### src/rtl/regfile_write_arbiter.sv
// Two-requester arbiter for the register-file write port: writeback has fixed
// priority, and a starvation counter forces a grant to the long-latency unit.
module regfile_write_arbiter #(
  parameter int unsigned STARVE_LIMIT = 4,
  localparam int unsigned COUNT_WIDTH = $clog2(STARVE_LIMIT + 1)
) (
  input  logic        clock,
  input  logic        reset,
  input  logic        wb_valid,
  output logic        wb_ready,
  input  logic [4:0]  wb_address,
  input  logic [31:0] wb_data,
  input  logic        mc_valid,
  output logic        mc_ready,
  input  logic [4:0]  mc_address,
  input  logic [31:0] mc_data,
  output logic        write_enabled,
  output logic [4:0]  write_address,
  output logic [31:0] write_data,
  output logic        starve_forced
);

  logic [COUNT_WIDTH-1:0] starve_count;
  logic                   force_grant;
  logic                   wb_fire;
  logic                   mc_fire;

  assign force_grant = (starve_count == COUNT_WIDTH'(STARVE_LIMIT));

  // Ready depends only on the competing valid and the counter, never on own valid.
  always_comb begin
    wb_ready      = 1'b0;
    mc_ready      = 1'b0;
    starve_forced = 1'b0;
    if (!reset) begin
      wb_ready      = !(force_grant && mc_valid);
      mc_ready      = !wb_valid || force_grant;
      starve_forced = force_grant && mc_valid;
    end
  end

  assign wb_fire = wb_valid && wb_ready;
  assign mc_fire = mc_valid && mc_ready;

  always_ff @(posedge clock) begin
    if (reset) begin
      starve_count <= '0;
    end else if (mc_fire) begin
      starve_count <= '0;
    end else if (wb_valid && mc_valid) begin
      if (!force_grant) begin
        starve_count <= starve_count + 1'b1;
      end
    end else begin
      starve_count <= '0;
    end
  end

  // Address 0 is accepted but never strobed into the register file.
  always_ff @(posedge clock) begin
    if (reset) begin
      write_enabled <= 1'b0;
      write_address <= '0;
      write_data    <= '0;
    end else if (mc_fire) begin
      write_enabled <= |mc_address;
      write_address <= mc_address;
      write_data    <= mc_data;
    end else if (wb_fire) begin
      write_enabled <= |wb_address;
      write_address <= wb_address;
      write_data    <= wb_data;
    end else begin
      write_enabled <= 1'b0;
    end
  end

endmodule

### config.mk
export PLATFORM = sky130hd
export DESIGN_NAME = regfile_write_arbiter
export DESIGN_NICKNAME = d
export VERILOG_FILES = /design/src/rtl/regfile_write_arbiter.sv
export SDC_FILE = /design/constraint.sdc
export NUM_CORES = 1
export LEC_CHECK = 0
export BUFFER_PORTS_ARGS = -buffer_cell sky130_fd_sc_hd__buf_2
export CAP_MARGIN = 20
export CORE_MARGIN = 4
export CORE_UTILIZATION = 40
export DETAILED_ROUTE_END_ITERATION = 16
export PLACE_DENSITY = 0.73
export SETUP_SLACK_MARGIN = 0.3
export SYNTH_ARGS = -nofsm -noshare
export SYNTH_HDL_FRONTEND = slang
export SYNTH_SLANG_ARGS = --single-unit
### constraint.sdc
create_clock -name clock -period 1.4 [get_ports clock]
set_clock_uncertainty 0.15 [all_clocks]
set_input_delay 0.07 -clock clock [delete_from_list [all_inputs] [get_ports clock]]
set_output_delay 0.07 -clock clock [all_outputs]
set_load 0.01 [all_outputs]
==> results of run 1 <==
[sequential cells by signal, indices dropped and copies added (netlist names)]
register	count
write_enabled	1
starve_count	3
write_data	32
write_address	5
[through the flow]
stage	utilization	hold WS (ns)
6_report	0.8146	0.02940
5_1_grt	0.8146	0.05108
4_1_cts	0.7867	0.01302
3_5_place_dp	0.5667	0.2016
3_3_place_gp	0.5667	0.1930
2_1_floorplan	-	0.06023
[how the worst max path moves through the flow]
stage / end / slack, ns / cells after the start
finish: write_data[1]$_SDFFE_PP0P_ / -0.26 / 6
global route: write_data[3]$_SDFFE_PP0P_ / -0.29 / 7
CTS: mc_ready / -0.16 / 6
detailed placement: write_data[0]$_SDFFE_PP0P_ / -0.17 / 6
global placement: write_data[12]$_SDFFE_PP0P_ / -0.11 / 6
floorplan: write_data[2]$_SDFFE_PP0P_ / -0.04 / 7
[power groups by stage]
stage | logic [W] | clock network [W] | registers (W)
global placement | 0.000615 | 0 | 0.00132
detailed placement | 0.000625 | 0 | 0.00132
finish | 0.000932 | 0.000977 | 0.00130
CTS | 0.000851 | 0.000989 | 0.00130
floorplan | 0.000309 | 0 | 0.00136
global route | 0.000993 | 0.00105 | 0.00131
[critical path, cell delays in order, from the launching register on]
cell      delay (ns)
dfxtp_2         0.34
inv_2           0.04
ha_4            0.17
a21boi_4        0.21
buf_6           0.17
o21ai_0         0.12
a311oi_1        0.35
[timing repair]
item / 4_1_cts / 5_1_grt
gates resized for setup: 20 / 32
endpoints found under the hold margin: 41 / 0
pin swaps: 13 / 24
cloned: 4 / 0
endpoints found under the setup margin: 44 / 44
hold buffers: 76 / 0
buffers inserted: 7 / 3
[layout by cell type, fill, tap and decap left out, types with 11 or more instances in the layout]
master and count:
buf_6 11, nand3_1 34, buf_2 117, dlygate4sd3_1 76, o21ai_0 19, nor2_1 39, dfxtp_1 39, o21ai_1 11
buf_4 11, a311oi_1 27
[routing by layer]
| metal | vias up | global-route usage | share of wire |
|---|---|---|---|
| met5 | - | 0 | 0 |
| met3 | 39 | 0.06546 | 0.063 |
| li1 | 1324 | - | - |
| met2 | 161 | 0.4776 | 0.50 |
| met4 | 0 | 0.1301 | 0.044 |
| met1 | 1304 | 0.3006 | 0.39 |
[synth_stat cells (5+ instances only)]
master | n | share of area
buf_2 | 12 | 0.029
o21ai_1 | 7 | 0.017
a311oi_2 | 7 | 0.051
o21ai_0 | 30 | 0.072
buf_6 | 7 | 0.038
nor2_1 | 41 | 0.074
a311oi_1 | 30 | 0.13
buf_4 | 5 | 0.018
clkbuf_1 | 5 | 0.0090
nand3_1 | 37 | 0.089
dfxtp_1 | 41 | 0.40
[cell type report]
| type | count | area (um2) |
|---|---|---|
| clock inverter | 1 | 30.03 |
| clock buffer | 7 | 86.33 |
| timing repair buffer | 224 | 1748 |
| fill | 314 | 904.6 |
| multi-input combinational | 171 | 1194 |
| inverter | 2 | 7.507 |
| sequential | 41 | 823.3 |
| antenna | 1 | 2.502 |
| tap | 67 | 83.83 |
[cell families after synthesis]
family          Yosys count
mux                       1
fa+ha+maj                 2
simple gates             86
compound gates           82
buf+inv                  31
flops                    41
==> flow_summary.yaml, run 1 <==
outcome:
  status: "complete, but fails checks"
  violations: "negative setup slack"
placed_design:
  dp_cells: 415
  dpl_cell_area_um2: 2765
  io_buffers: 118
  place.gp.congestion: 0.7676
  place_ws_ns: -0.1669
  hpwlAfterDp_um: 4388
route:
  num_vias: 2828
  drc: 0
  dr.first_iter.drc_count: 178
  ant_nets: 0
  wl_per_cell_um: 17.35
  routed_via_density: 5.502
  wirelength_um: 8920
  dr.pass1.iters: 4
power_and_ir_drop:
  pwr_density_cell_nw_per_um2: 807.1
  p_int_w: 0.002332
  p_comb_frac: 0.290
  p_seq_frac: 0.405
  clkPwrFrac: 0.305
  switching_share: 0.2730
  p_switching_w: 0.0008759
  finalPower_w: 0.003208
  p_leak_nw: 1.695
  vdd_drop_max_uv: 605.5
synth:
  yosys_register_bits: 41
  synthAdderAreaFrac: 0.01206
  syn_nets: 323
  syn_avg_cell_area_um2: 8.542
  synth_edf_count: 0
  yosys.area_share.simple: 0.1899
  synth-main-ff-cell: "dfxtp_1"
  synth_top_family_by_area: "compound AO/OA/AOI/OAI gates"
  yosys-mux-area-fraction: 0.004822
  synthArstFlopShare: 0
  netlist_area_um2: 2076
  yosys_warnings: 0
  synth_cell_types: 28
  synth_compound_area_frac: 0.3002
  synthCells: 243
  synthXorXnorAreaFrac: 0
  yosysSeqAreaShare: 0.3954
run:
  cap_violations: 0
cts:
  clock_path_buffers: 2
  cts_tree: "yes"
  cts-buffers-inserted: 5
  clk_pin_slew_ns: 0.08
  root_buffer: "clkbuf_8"
  numClockSinks: 41
  cts-htree-levels: 2
  worstSkewPairLatency_ns: 0.29
min_path:
  whs_path_depth: 3
  hold_start: "wb_valid"
  hold_class: "primary input to register"
  hold-path-endpoint: "write_enabled$_SDFF_PP0_"
grt:
  antenna_found_initial: 1
  grt_pass1_wl_um: 13390
  grt_overflow_total: 0
  first_global_vias: 2804
  grtUsageTotal: 0.2703
  grt_max_degree: 39
setup_path:
  criticalPathCategory: "register to register"
  reg2reg_slack_ns: -0.26
  setup.worst_path.end_class: "register"
  worst-endpoint-required_ns: 1.43
  rr_startpoint: "starve_count[0]$_SDFFE_PP0P_"
  arrival_ns: 1.69
  path_max_fanout: 6
  reg2reg_depth: 6
  startpoint: "starve_count[0]$_SDFFE_PP0P_"
  r2r-end: "write_data[1]$_SDFFE_PP0P_"
  start_kind: "register"
timing:
  hold_violations: 0
  rsz0062_at_grt: "true"
  min_period_over_period: 1.184
  worstMarginPinSlew_ns: 0.3357
  slew_headroom: 0.7762
  maxSlewViolCount: 0
  fmax_mhz: 603.4
  tns_ns: -7.218
  setup_viol: 41
  postLayoutSetupSlackWorst_ns: -0.2573
  layout_min_cycle_time_ns: 1.657
final_layout:
  area_growth_pct: 91.50
  final_nets: 525
  design_area_um2: 3975
  stdcell_count: 514
  drive_above_1_share: 0.4260
floorplanning:
  io_pins: 119
  core.rowCount: 25
  fp.dieW_um: 80.04
  coreArea_um2: 4880
  die_h_um: 80.04
  die-area_um2: 6406
  start_util: 0.4254
Power figures use the tool's default switching activity.
==> inputs of run 2 (changes only) <==
--- a/config.mk
+++ b/config.mk
@@ -8,10 +8,11 @@
 export BUFFER_PORTS_ARGS = -buffer_cell sky130_fd_sc_hd__buf_2
 export CAP_MARGIN = 20
 export CORE_MARGIN = 4
-export CORE_UTILIZATION = 40
+export CORE_UTILIZATION = 30
 export DETAILED_ROUTE_END_ITERATION = 16
-export PLACE_DENSITY = 0.73
+export PLACE_DENSITY = 0.57
 export SETUP_SLACK_MARGIN = 0.3
+export SKIP_CTS_REPAIR_TIMING = 1
 export SYNTH_ARGS = -nofsm -noshare
 export SYNTH_HDL_FRONTEND = slang
 export SYNTH_SLANG_ARGS = --single-unit
==> flow_summary.yaml, run 2 (synthesized netlist as in run 1, its figures left out) <==
floorplanning:
  start_util: 0.3072
  die_h_um: 91.18
  fp.dieW_um: 91.18
  core.rowCount: 30
  die-area_um2: 8314
  coreArea_um2: 6756
  io_pins: 119
cts:
  clock_path_buffers: 2
  worstSkewPairLatency_ns: 0.29
  cts-buffers-inserted: 5
  root_buffer: "clkbuf_8"
  cts_tree: "yes"
  clk_pin_slew_ns: 0.08
  numClockSinks: 41
  cts-htree-levels: 2
min_path:
  hold_start: "wb_valid"
  hold-path-endpoint: "write_enabled$_SDFF_PP0_"
  hold_class: "primary input to register"
  whs_path_depth: 3
setup_path:
  crit_chain: "inv_2, ha_4, a21boi_4, buf_12, nor2_1, buf_2"
  reg2reg_depth: 6
  worst-endpoint-required_ns: 1.18
  cp_slowest_cell: "dfxtp_2"
  criticalPathCategory: "register to output port"
  rr_startpoint: "starve_count[1]$_SDFFE_PP0P_"
  critical_path.max_stage_delay_ns: 0.34
  arrival_ns: 1.41
  r2r-end: "write_address[4]$_SDFFE_PP0P_"
  path_max_fanout: 20
  start_kind: "register"
  reg2reg_slack_ns: -0.15
  setup.worst_path.end_class: "output port"
route:
  dr.first_iter.drc_count: 103
  drc: 0
  routed_via_density: 5.092
  dr.pass1.iters: 4
  wirelength_um: 7701
  num_vias: 2612
  wl_per_cell_um: 15.01
  ant_nets: 0
timing:
  rsz0062_at_grt: "true"
  maxSlewViolCount: 0
  min_period_over_period: 1.162
  hold_violations: 1
  layout_min_cycle_time_ns: 1.626
  fmax_mhz: 614.9
  worst_hold_slack_ns: -0.01515
  worstMarginPinSlew_ns: 0.2622
  setup_viol: 41
  postLayoutSetupSlackWorst_ns: -0.2262
  slew_headroom: 0.8252
placed_design:
  hpwlAfterDp_um: 4662
  dpl_cell_area_um2: 2794
  place.gp.congestion: 0.7296
  io_buffers: 118
grt:
  grt_overflow_total: 0
  grt_pass1_wl_um: 10250
  first_global_vias: 2173
  antenna_found_initial: 0
  grtUsageTotal: 0.1504
  grt_max_degree: 40
run:
  cap_violations: 0
final_layout:
  diodes: 0
  most-common-layout-cells: "118 x buf_2, 75 x dlygate4sd3_1, 40 x nor2_1, 39 x dfxtp_1, 37 x nand3_1"
  largest_reg_flops: 32
  top_register: "write_data"
  final_nets: 513
  layout_commonest_cell: "buf_2"
  reg_top3: "write_data (32), write_address (5), starve_count (3)"
  design_area_um2: 3716
  area_growth_pct: 79.02
  drive_above_1_share: 0.3764
  final_util: 0.5500
power_and_ir_drop:
  p_leak_nw: 1.588
  pwr_density_cell_nw_per_um2: 784.9
  vdd_drop_max_uv: 372.2
outcome:
  violations: "negative hold slack, negative setup slack"
  status: "complete, but fails checks"
run 2: where the power goes:
group	leakage (nW)	switching [W]	internal (W)
clock network	0.0443	0.000401	0.000392
registers	0.340	0.0000418	0.00125
logic	1.20	0.000381	0.000447
total	1.59	0.000824	0.00209
run 2: worst max-delay path: cells and delay by family (launching register included):
kind / cells / cell delay, ns
AO/OA/AOI/OAI: 1 / 0.20
AND/OR/NAND/NOR: 1 / 0.05
adder cells (fa/ha/maj): 1 / 0.16
flip-flops: 1 / 0.34
buffers and inverters: 3 / 0.36
run 2: layer usage:
| layer | vias to the layer above | global-route usage | share of wire |
|---|---|---|---|
| met4 | 0 | 0.03392 | 0.012 |
| met3 | 11 | 0.04474 | 0.072 |
| li1 | 1291 | - | - |
| met1 | 1205 | 0.1901 | 0.42 |
| met5 | - | 0 | 0 |
| met2 | 105 | 0.2520 | 0.50 |
run 2: how the worst max path moves through the flow:
stage / slack [ns] / start / cells after the start / end
global placement: -0.1 / starve_count[1]$_SDFFE_PP0P_ / 6 / write_address[4]$_SDFFE_PP0P_
finish: -0.23 / starve_count[1]$_SDFFE_PP0P_ / 6 / mc_ready
floorplan: -0.04 / starve_count[0]$_SDFFE_PP0P_ / 7 / write_data[2]$_SDFFE_PP0P_
global route: -0.30 / starve_count[0]$_SDFFE_PP0P_ / 6 / mc_ready
detailed placement: -0.14 / starve_count[1]$_SDFFE_PP0P_ / 6 / write_data[30]$_SDFFE_PP0P_
CTS: -0.24 / starve_count[1]$_SDFFE_PP0P_ / 6 / mc_ready
run 2: metrics by stage:
step / TNS [ns] / setup WS (ns) / instances / power, W
2_1_floorplan: -0.3694 / -0.04391 / 243 / 0.001672
3_3_place_gp: -2.667 / -0.09900 / 428 / 0.001953
3_5_place_dp: -3.957 / -0.1413 / 428 / 0.001959
4_1_cts: -4.927 / -0.2413 / 435 / 0.002763
5_1_grt: -8.757 / -0.2980 / 513 / 0.003083
6_report: -4.897 / -0.2262 / 513 / 0.002917
run 2: area by class of cell:
| type | instances | area (um2) |
|---|---|---|
| Clock buffer | 7 | 86.33 |
| Tap cell | 80 | 100.1 |
| Multi-Input combinational cell | 171 | 1102 |
| Timing Repair Buffer | 212 | 1597 |
| Fill cell | 590 | 3040 |
| Inverter | 2 | 7.507 |
| Sequential cell | 41 | 823.3 |
